`src/rtl/sram_arbiter_if.sv`:
```
// Requester-side bundle for sram_arbiter: acquisition write port, host readback port and busy flag.
// The arbiter takes the slave modport; requesters (or a testbench) take the master modport.
interface sram_arbiter_if #(
  parameter int AW = 11,
  parameter int DW = 8
);
  logic          wreq;
  logic          wbank;
  logic [AW-1:0] waddr;
  logic [DW-1:0] wdata;
  logic          wack;
  logic          rreq;
  logic          rbank;
  logic [AW-1:0] raddr;
  logic [DW-1:0] rdata;
  logic          rack;
  logic          busy;

  modport master (
    output wreq, wbank, waddr, wdata, rreq, rbank, raddr,
    input  wack, rdata, rack, busy
  );

  modport slave (
    input  wreq, wbank, waddr, wdata, rreq, rbank, raddr,
    output wack, rdata, rack, busy
  );
endinterface

```
`src/rtl/sram_arbiter.sv`:
```
// Shares two 2Kx8 SRAM chips between the acquisition writer and the host readback path.
// Define SRAM_ARB_STARVE_EN to let a pending read win after MAX_WBURST back-to-back write grants.
module sram_arbiter #(
  parameter int AW         = 11,
  parameter int DW         = 8,
  parameter int WR_CYC     = 2,
  parameter int RD_CYC     = 2,
  parameter int MAX_WBURST = 4
) (
  input  logic          clk,
  input  logic          rst_n,
  sram_arbiter_if.slave bus,
  output logic [AW-1:0] address,
  output logic [DW-1:0] outdata,
  output logic          data_oe,
  input  logic [DW-1:0] indata,
  output logic          wr,
  output logic          rd,
  output logic          enout1,
  output logic          enout2
);

  typedef enum logic [2:0] {
    IDLE,
    WSETUP,
    WPULSE,
    WHOLD,
    RSTROBE,
    RDONE
  } state_t;

  localparam int CMAX = (WR_CYC > RD_CYC) ? WR_CYC : RD_CYC;
  localparam int CW   = (CMAX > 1) ? $clog2(CMAX) : 1;

  if (WR_CYC < 1 || RD_CYC < 1 || MAX_WBURST < 1) begin : g_param_check
    $error("sram_arbiter: WR_CYC, RD_CYC and MAX_WBURST must all be at least 1");
  end

  state_t        state, nxt_state;
  logic [CW-1:0] cnt, nxt_cnt;
  logic          bank, nxt_bank;
  logic [AW-1:0] nxt_addr;
  logic [DW-1:0] nxt_data;
  logic [DW-1:0] nxt_rdata;
  logic          starve;
  logic          n_wr, n_rd, n_oe, n_en1, n_en2, n_wack, n_rack, n_busy, n_sel;

`ifdef SRAM_ARB_STARVE_EN
  localparam int BW = $clog2(MAX_WBURST + 1);
  logic [BW-1:0] burst;

  assign starve = bus.rreq && (burst == BW'(MAX_WBURST));

  // Counts write grants issued while a read is waiting; any read grant or idle read line clears it.
  always_ff @(posedge clk or negedge rst_n) begin
    if (!rst_n) begin
      burst <= '0;
    end else if (state == IDLE) begin
      if (nxt_state == RSTROBE || !bus.rreq) begin
        burst <= '0;
      end else if (nxt_state == WSETUP) begin
        burst <= burst + 1'b1;
      end
    end
  end
`else
  assign starve = 1'b0;
`endif

  // Next-state logic; every output is decoded from the next state so the pins come straight off flops.
  always_comb begin
    nxt_state = state;
    nxt_cnt   = cnt;
    nxt_bank  = bank;
    nxt_addr  = address;
    nxt_data  = outdata;
    nxt_rdata = bus.rdata;
    case (state)
      IDLE: begin
        if (bus.wreq && !starve) begin
          nxt_state = WSETUP;
          nxt_bank  = bus.wbank;
          nxt_addr  = bus.waddr;
          nxt_data  = bus.wdata;
        end else if (bus.rreq) begin
          nxt_state = RSTROBE;
          nxt_bank  = bus.rbank;
          nxt_addr  = bus.raddr;
          nxt_cnt   = '0;
        end
      end
      WSETUP: begin
        nxt_state = WPULSE;
        nxt_cnt   = '0;
      end
      WPULSE: begin
        if (cnt == CW'(WR_CYC - 1)) begin
          nxt_state = WHOLD;
        end else begin
          nxt_cnt = cnt + 1'b1;
        end
      end
      WHOLD: nxt_state = IDLE;
      RSTROBE: begin
        if (cnt == CW'(RD_CYC - 1)) begin
          nxt_state = RDONE;
          nxt_rdata = indata;
        end else begin
          nxt_cnt = cnt + 1'b1;
        end
      end
      RDONE:   nxt_state = IDLE;
      default: nxt_state = IDLE;
    endcase

    n_busy = (nxt_state != IDLE);
    n_wr   = (nxt_state != WPULSE);
    n_rd   = (nxt_state != RSTROBE);
    n_oe   = (nxt_state == WSETUP) || (nxt_state == WPULSE) || (nxt_state == WHOLD);
    n_sel  = n_oe || (nxt_state == RSTROBE);
    n_en1  = !(n_sel && !nxt_bank);
    n_en2  = !(n_sel && nxt_bank);
    n_wack = (nxt_state == WHOLD);
    n_rack = (nxt_state == RDONE);
  end

  // State and registered pins; reset drops every strobe at once, even mid-transaction.
  always_ff @(posedge clk or negedge rst_n) begin
    if (!rst_n) begin
      state     <= IDLE;
      cnt       <= '0;
      bank      <= 1'b0;
      address   <= '0;
      outdata   <= '0;
      bus.rdata <= '0;
      wr        <= 1'b1;
      rd        <= 1'b1;
      enout1    <= 1'b1;
      enout2    <= 1'b1;
      data_oe   <= 1'b0;
      bus.wack  <= 1'b0;
      bus.rack  <= 1'b0;
      bus.busy  <= 1'b0;
    end else begin
      state     <= nxt_state;
      cnt       <= nxt_cnt;
      bank      <= nxt_bank;
      address   <= nxt_addr;
      outdata   <= nxt_data;
      bus.rdata <= nxt_rdata;
      wr        <= n_wr;
      rd        <= n_rd;
      enout1    <= n_en1;
      enout2    <= n_en2;
      data_oe   <= n_oe;
      bus.wack  <= n_wack;
      bus.rack  <= n_rack;
      bus.busy  <= n_busy;
    end
  end

endmodule

```
`src/flat_wrapper.sv`:
```
// flat-port wrapper written by rule: the top's interface ports become plain ports
module sram_arbiter_flat 
#(
  parameter int AW         = 11,
  parameter int DW         = 8,
  parameter int WR_CYC     = 2,
  parameter int RD_CYC     = 2,
  parameter int MAX_WBURST = 4
)
  (clk, rst_n, address, outdata, data_oe, indata, wr, rd, enout1, enout2, bus_wreq, bus_wbank, bus_waddr, bus_wdata, bus_rreq, bus_rbank, bus_raddr, bus_wack, bus_rdata, bus_rack, bus_busy);
  sram_arbiter_if #(.AW(AW), .DW(DW)) bus_i ();
  input  logic clk;
  input  logic rst_n;
  output logic [AW-1:0] address;
  output logic [DW-1:0] outdata;
  output logic data_oe;
  input  logic [DW-1:0] indata;
  output logic wr;
  output logic rd;
  output logic enout1;
  output logic enout2;
  input wire logic [$bits(bus_i.wreq)-1:0] bus_wreq;
  input wire logic [$bits(bus_i.wbank)-1:0] bus_wbank;
  input wire logic [$bits(bus_i.waddr)-1:0] bus_waddr;
  input wire logic [$bits(bus_i.wdata)-1:0] bus_wdata;
  input wire logic [$bits(bus_i.rreq)-1:0] bus_rreq;
  input wire logic [$bits(bus_i.rbank)-1:0] bus_rbank;
  input wire logic [$bits(bus_i.raddr)-1:0] bus_raddr;
  output wire logic [$bits(bus_i.wack)-1:0] bus_wack;
  output wire logic [$bits(bus_i.rdata)-1:0] bus_rdata;
  output wire logic [$bits(bus_i.rack)-1:0] bus_rack;
  output wire logic [$bits(bus_i.busy)-1:0] bus_busy;
  assign bus_i.wreq = bus_wreq;
  assign bus_i.wbank = bus_wbank;
  assign bus_i.waddr = bus_waddr;
  assign bus_i.wdata = bus_wdata;
  assign bus_i.rreq = bus_rreq;
  assign bus_i.rbank = bus_rbank;
  assign bus_i.raddr = bus_raddr;
  assign bus_wack = bus_i.wack;
  assign bus_rdata = bus_i.rdata;
  assign bus_rack = bus_i.rack;
  assign bus_busy = bus_i.busy;
  sram_arbiter #(.AW(AW), .DW(DW), .WR_CYC(WR_CYC), .RD_CYC(RD_CYC), .MAX_WBURST(MAX_WBURST)) u_core (.clk(clk), .rst_n(rst_n), .bus(bus_i), .address(address), .outdata(outdata), .data_oe(data_oe), .indata(indata), .wr(wr), .rd(rd), .enout1(enout1), .enout2(enout2));
endmodule
```
`config.mk`:
```
export PLATFORM = sky130hd
export DESIGN_NAME = sram_arbiter_flat
export DESIGN_NICKNAME = d
export VERILOG_FILES = /design/src/rtl/sram_arbiter_if.sv /design/src/rtl/sram_arbiter.sv /design/src/flat_wrapper.sv
export SDC_FILE = /design/constraint.sdc
export NUM_CORES = 1
export LEC_CHECK = 0
export ABC_AREA = 1
export CORE_ASPECT_RATIO = 1.5
export CORE_MARGIN = 1.5
export CORE_UTILIZATION = 44
export CTS_BUF_LIST = sky130_fd_sc_hd__clkbuf_16
export DETAILED_ROUTE_END_ITERATION = 12
export GPL_TIMING_DRIVEN = 1
export HOLD_SLACK_MARGIN = 0.15
export PLACE_DENSITY_LB_ADDON = 0.25
export SLEW_MARGIN = 10
export SYNTH_ARGS = -nofsm -noshare
export SYNTH_HDL_FRONTEND = slang
export SYNTH_SLANG_ARGS = --single-unit
```
`constraint.sdc`:
```
create_clock -name clk -period 2.9 [get_ports clk]
set_input_delay 0.58 -clock clk [delete_from_list [all_inputs] [get_ports clk]]
set_output_delay 0.58 -clock clk [all_outputs]
set_load 0.05 [all_outputs]
```
==> flow_metrics.tcl, run 1 <==
set metrics [dict create \
    status "completed" \
    p_leak_uw 0.00126 \
    r2r_slack_ns 1.48 \
    r2r_start "u_core.state[0]" \
    area_delta_synth_final_pct 57.9 \
    cts_htree_levels 2 \
    syn_inst 183 \
    synth.top_cell.area_share_pct 53.5 \
    finalHoldViolCount 0 \
    dp_slack_ns 0.791 \
    skew_ns 0.00245 \
    cts_tree "yes" \
    gp_congestion 0.824 \
    clk_latency_ns 0.28 \
    grt_usage_pct 19.1 \
    ys.flop_type "dfrtp_1" \
    wl_per_cell_microns 12.4 \
    ys_seq_elements 40 \
    slew-limit-headroom_pct 42.0 \
    synth-edff-count 0 \
    worstPathCellList "clkdlybuf4s50_1" \
    row_count 27 \
    synth_area_leader_cell "dfrtp_1" \
    cp.depth 1 \
    ys_types 19 \
    synthTopCellsByArea "dfrtp_1 53%, nand2_1 16%, o31ai_2 6.7%" \
    startpoint "u_core.enout1" \
    setup_ws_ns 0.712 \
    yosysMostFrequentCell "nand2_1" \
    numCtsBuffers 5 \
    ys_top_cells_by_count "73 x nand2_1, 36 x dfrtp_1, 24 x nor2_1, 13 x inv_1, 9 x o31ai_2" \
    grt_pass1_vias 1349 \
    drv_cap 0 \
    cp_top_family "buffers and inverters" \
    coreArea_sq_um 3680 \
    hp-class "input pin to async pin" \
    power_density_nw_per_um2 1330 \
    clk_pin_slew_ns 0.06 \
    synth_nets 227 \
    worst_pin_slew_ns 0.870 \
    ctsHoldBuffers 0 \
    period_needed_ns 2.19 \
    grt_first_pass_wirelength_microns 5960 \
    post_cts_buffers 0 \
    clock-sinks 40 \
    antenna_found_initial 0 \
    final_area_sq_um 2660 \
    hpwl_microns 2870 \
    via_per_inst 4.66 \
    nNetsFinal 309 \
    ys_seq_area_share_pct 59.7 \
    worst-path-buf-inv 1 \
    cp-start-kind "flip-flop" \
    initial_core_util_pct 45.8 \
    die_w_microns 53.5 \
    ir_drop_uv 807 \
    cts-resized-gates 0 \
    postSynth.asyncResetShare_pct 100 \
    clock_path_buffers 2 \
    cpMaxStageDelayCell "clkdlybuf4s50_1" \
    placed_area_sq_um 2500 \
    max_freq_mhz 457 \
    port-buffer-count 78 \
    die_h_microns 78.8 \
    ys_warn_count 0 \
    ant_nets 0 \
    synth_area_per_cell_sq_um 9.21 \
    reg2reg_to "u_core.enout1" \
    dp_cells 301 \
    fin_tns_setup_ns 0 \
    setup-violations-final 0 \
    r2r_cells 9 \
    via_count 1441 \
    drc 0 \
    worstPathArrival_ns 1.61 \
    grt_overflow 0 \
    cpPeakStageDelay_ns 0.82 \
    first_pass_iters 4 \
    io_pins 79 \
    cts-root-buf "clkbuf_16" \
    syn_area_sq_um 1690 \
    path_class "flip-flop to primary output" \
    wirelength_microns 3830 \
    drt-initial-drc-count 33 \
    grt_max_degree 41 \
    endpoint_kind "primary output" \
    finalMaxSlewViolations 0 \
    crit_fanout 1 \
    rsz0062_at_grt "false" \
    die_area_sq_um 4220 \
    instances_no_fill 309 \
    antenna_cells 0 \
    power_uw 3540 \
    required_ns 2.32 \
    drive_gt1_share_pct 11.3 \
    period_share_pct 75.4 \
    crit_end "enout1" \
]
-- where the power goes --
part / internal, uW / leakage [uW] / switching [uW] / total [uW]
logic: 642 / 0.000697 / 1320 / 1970
registers: 843 / 0.000485 / 131 / 974
clock network: 399 / 0.0000789 / 201 / 600
total: 1880 / 0.00126 / 1650 / 3540
-- cells by family after synthesis --
family | count (synthesis) | share of synthesized area, %
and+or+nand+nor | 108 | 25.8
DFF | 40 | 59.7
buffers and inverters | 19 | 4.97
AOI/OAI and AO/OA | 16 | 9.50
-- cells in the final DEF, fill, tap and decap left out, drive strengths merged --
master	synthesis	routed
dfstp	4	4
a21oi	2	2
dfrtp	36	36
clkinv	0	2
o21ai	3	3
bufinv	0	1
nand2	75	75
o31ai	11	11
buf	5	3
inv	14	14
nand3	6	6
clkbuf	0	5
clkdlybuf4s50	0	77
nor2	27	27
-- worst min-delay path by stage --
stage                                    from                  end  slack [ns]  cells after the start
after floorplan                         rst_n    u_core.address[0]        0.28                      0
after detailed placement  u_core.bus.rdata[3]  u_core.bus.rdata[3]        0.46                      2
after CTS                               rst_n  u_core.bus.rdata[4]        0.45                      1
after global placement    u_core.bus.rdata[4]  u_core.bus.rdata[4]        0.45                      2
after global routing      u_core.bus.rdata[3]  u_core.bus.rdata[3]        0.49                      2
final                                   rst_n  u_core.bus.rdata[4]        0.42                      1
-- stage by stage --
stage               util, %  hold slack (ns)
floorplan                 -            0.284
global placement       67.9            0.455
detailed placement     67.9            0.458
CTS                    72.3            0.453
global route           72.3            0.493
finish                 72.3            0.416
-- area by class of cell --
type | count | area, sq um
sequential | 40 | 1010
fill | 293 | 1020
tap | 43 | 53.8
clock inverter | 3 | 37.5
inverter | 14 | 52.6
multi-input combinational | 124 | 596
clock buffer | 5 | 125
timing repair buffer | 80 | 791
-- sequential cells by signal, summed over array words and instances, names as in the netlist --
signal and cells:
u_core.outdata 8, u_core.bus.wack 1, u_core.bank 1, u_core.address 11, u_core.bus.rack 1, u_core.cnt 1, u_core.bus.rdata 8, u_core.rd 1
u_core.state 3, u_core.enout2 1, u_core.bus.busy 1, u_core.enout1 1, u_core.wr 1, u_core.data_oe 1
-- layer usage --
layer,up-vias,wire [microns],GRT usage [%]
met5,-,0,0
met4,0,97,7.44
met3,9,222,4.89
met2,51,1930,31.5
met1,646,1580,23.2
li1,735,-,-
Note: power is estimated with default switching activity, not from simulation.
==> run 2, diff against run 1 <==
- CORE_UTILIZATION: 44 -> 40
- clock period: 2.9 -> 2.3 ns (I/O delays scaled with it)
==> run 2 against run 1 <==
  * Critical endpoint is now rd
  * Clock skew increased by 0.0029 ns
  * Non-clock buffer count is 3 higher
  * Largest cell class unchanged
  * Sequential power is 27% higher
  * Combinational power increased by 26%
  * Die area increased by 9.5%
==> flow_metrics.tcl, run 2 (synthesized netlist as in run 1, its figures left out) <==
set metrics [dict create \
    die_w_microns 56 \
    hpwl_microns 3010 \
    worstPathArrival_ns 1.60 \
    worst-path-buf-inv 1 \
    worst_pin_slew_ns 0.601 \
    grt_overflow 0 \
    antenna_cells 0 \
    drc 0 \
    via_per_inst 4.74 \
    status "completed" \
    power_density_nw_per_um2 1670 \
    rsz0062_at_grt "false" \
    path_class "flip-flop to primary output" \
    max_freq_mhz 486 \
    ctsHoldBuffers 0 \
    coreArea_sq_um 3990 \
    cts-resized-gates 0 \
    finalHoldViolCount 0 \
    drive_gt1_share_pct 12.6 \
    p_leak_uw 0.00128 \
    endpoint_kind "primary output" \
    slew-limit-headroom_pct 60.0 \
    clk_pin_slew_ns 0.06 \
    cts-root-buf "clkbuf_16" \
    hp-class "input pin to async pin" \
    dp_slack_ns 0.509 \
    ir_drop_uv 1210 \
    initial_core_util_pct 42.2 \
    grt_first_pass_wirelength_microns 6500 \
    wl_per_cell_microns 12.5 \
    cpPeakStageDelay_ns 0.79 \
    largest_reg_flops 11 \
    die_area_sq_um 4620 \
    via_count 1489 \
    regMostFlops "u_core.address" \
    gp_congestion 0.848 \
    multi_input_area_sq_um 596 \
    worstPathCellList "clkdlybuf4s50_1" \
    die_h_microns 82.5 \
    drt-initial-drc-count 51 \
    numCtsBuffers 5 \
    clk_latency_ns 0.28 \
    clock-sinks 40 \
    crit_fanout 1 \
    final-seq-area_sq_um 1010 \
    wirelength_microns 3910 \
    area_delta_synth_final_pct 59.5 \
    nNetsFinal 312 \
    drv_cap 0 \
    setup-violations-final 0 \
    row_count 28 \
    grt_usage_pct 18.0 \
    grt_max_degree 29 \
    reg_top3 "u_core.address x11, u_core.bus.rdata x8, u_core.outdata x8" \
    required_ns 1.84 \
    final_cell_mix "77 x clkdlybuf4s50_1, 73 x nand2_1, 36 x dfrtp_1, 24 x nor2_1, 14 x inv_1" \
    cts_tree "yes" \
    period_needed_ns 2.06 \
    cpMaxStageDelayCell "clkdlybuf4s50_1" \
    port-buffer-count 78 \
    period_share_pct 89.4 \
    grt_pass1_vias 1417 \
    io_pins 79 \
    first_pass_iters 4 \
    finalMaxSlewViolations 0 \
    cts_htree_levels 2 \
    setup_ws_ns 0.244 \
    cp_top_family "buffers and inverters" \
    cp-start-kind "flip-flop" \
    fin_tns_setup_ns 0 \
    dp_cells 306 \
    antenna_found_initial 0 \
    instances_no_fill 314 \
    clock_path_buffers 2 \
    final_common_cell "clkdlybuf4s50_1" \
    fillers 337 \
    post_cts_buffers 0 \
    ant_nets 0 \
    skew_ns 0.00533 \
]
## run 2: changes by cell type in the layout (fill, tap and decap cells not counted)
cell and change:
clkinv_1 -2, inv_1 +1, clkinv_2 +1, buf_4 +3
## run 2: layout make-up
| type | count | area share, % |
|---|---|---|
| Timing Repair Buffer | 83 | 30.3 |
| Clock buffer | 5 | 4.66 |
| Clock inverter | 3 | 1.44 |
| Tap cell | 45 | 2.09 |
| Multi-Input combinational cell | 124 | 22.2 |
| Sequential cell | 40 | 37.4 |
| Inverter | 14 | 1.96 |
## run 2: metal layers
metal	part of all wire (%)	routed length, microns	up-vias	GRT usage (%)
li1	-	-	739	-
met1	42	1650	693	21.0
met2	52	2020	53	33.1
met3	5.5	215	4	3.89
met4	0.74	29	0	5.71
met5	0	0	-	0
## run 2: worst paths after layout
check                                   from                  end  slack, ns  cells after the start
max                                u_core.rd                   rd       0.24                      1
min                                    rst_n  u_core.bus.rdata[3]       0.19                      1
max reg2reg                  u_core.state[0]  u_core.bus.rdata[2]       0.89                      6
min reg2reg                u_core.outdata[3]    u_core.outdata[3]       0.47                      2
max in group asynchronous              rst_n            u_core.wr       1.48                      2
min in group clk           u_core.outdata[3]    u_core.outdata[3]       0.47                      2
## run 2: through the flow
| stage | util [%] | cell area [sq um] | hold slack, ns | power, uW |
|---|---|---|---|---|
| finish | 67.3 | 2690 | 0.189 | 4480 |
| global route | 67.3 | 2690 | 0.235 | 4740 |
| CTS | 67.3 | 2690 | 0.211 | 4530 |
| detailed placement | 63.2 | 2520 | 0.463 | 3750 |
| global placement | 63.2 | 2520 | 0.455 | 3710 |
| floorplan | - | 1690 | 0.164 | 2930 |
## run 2: power by group
group	switching (uW)	leakage [uW]	internal (uW)
Sequential	173	0.000485	1060
Clock	251	0.0000850	505
Combinational	1680	0.000712	813
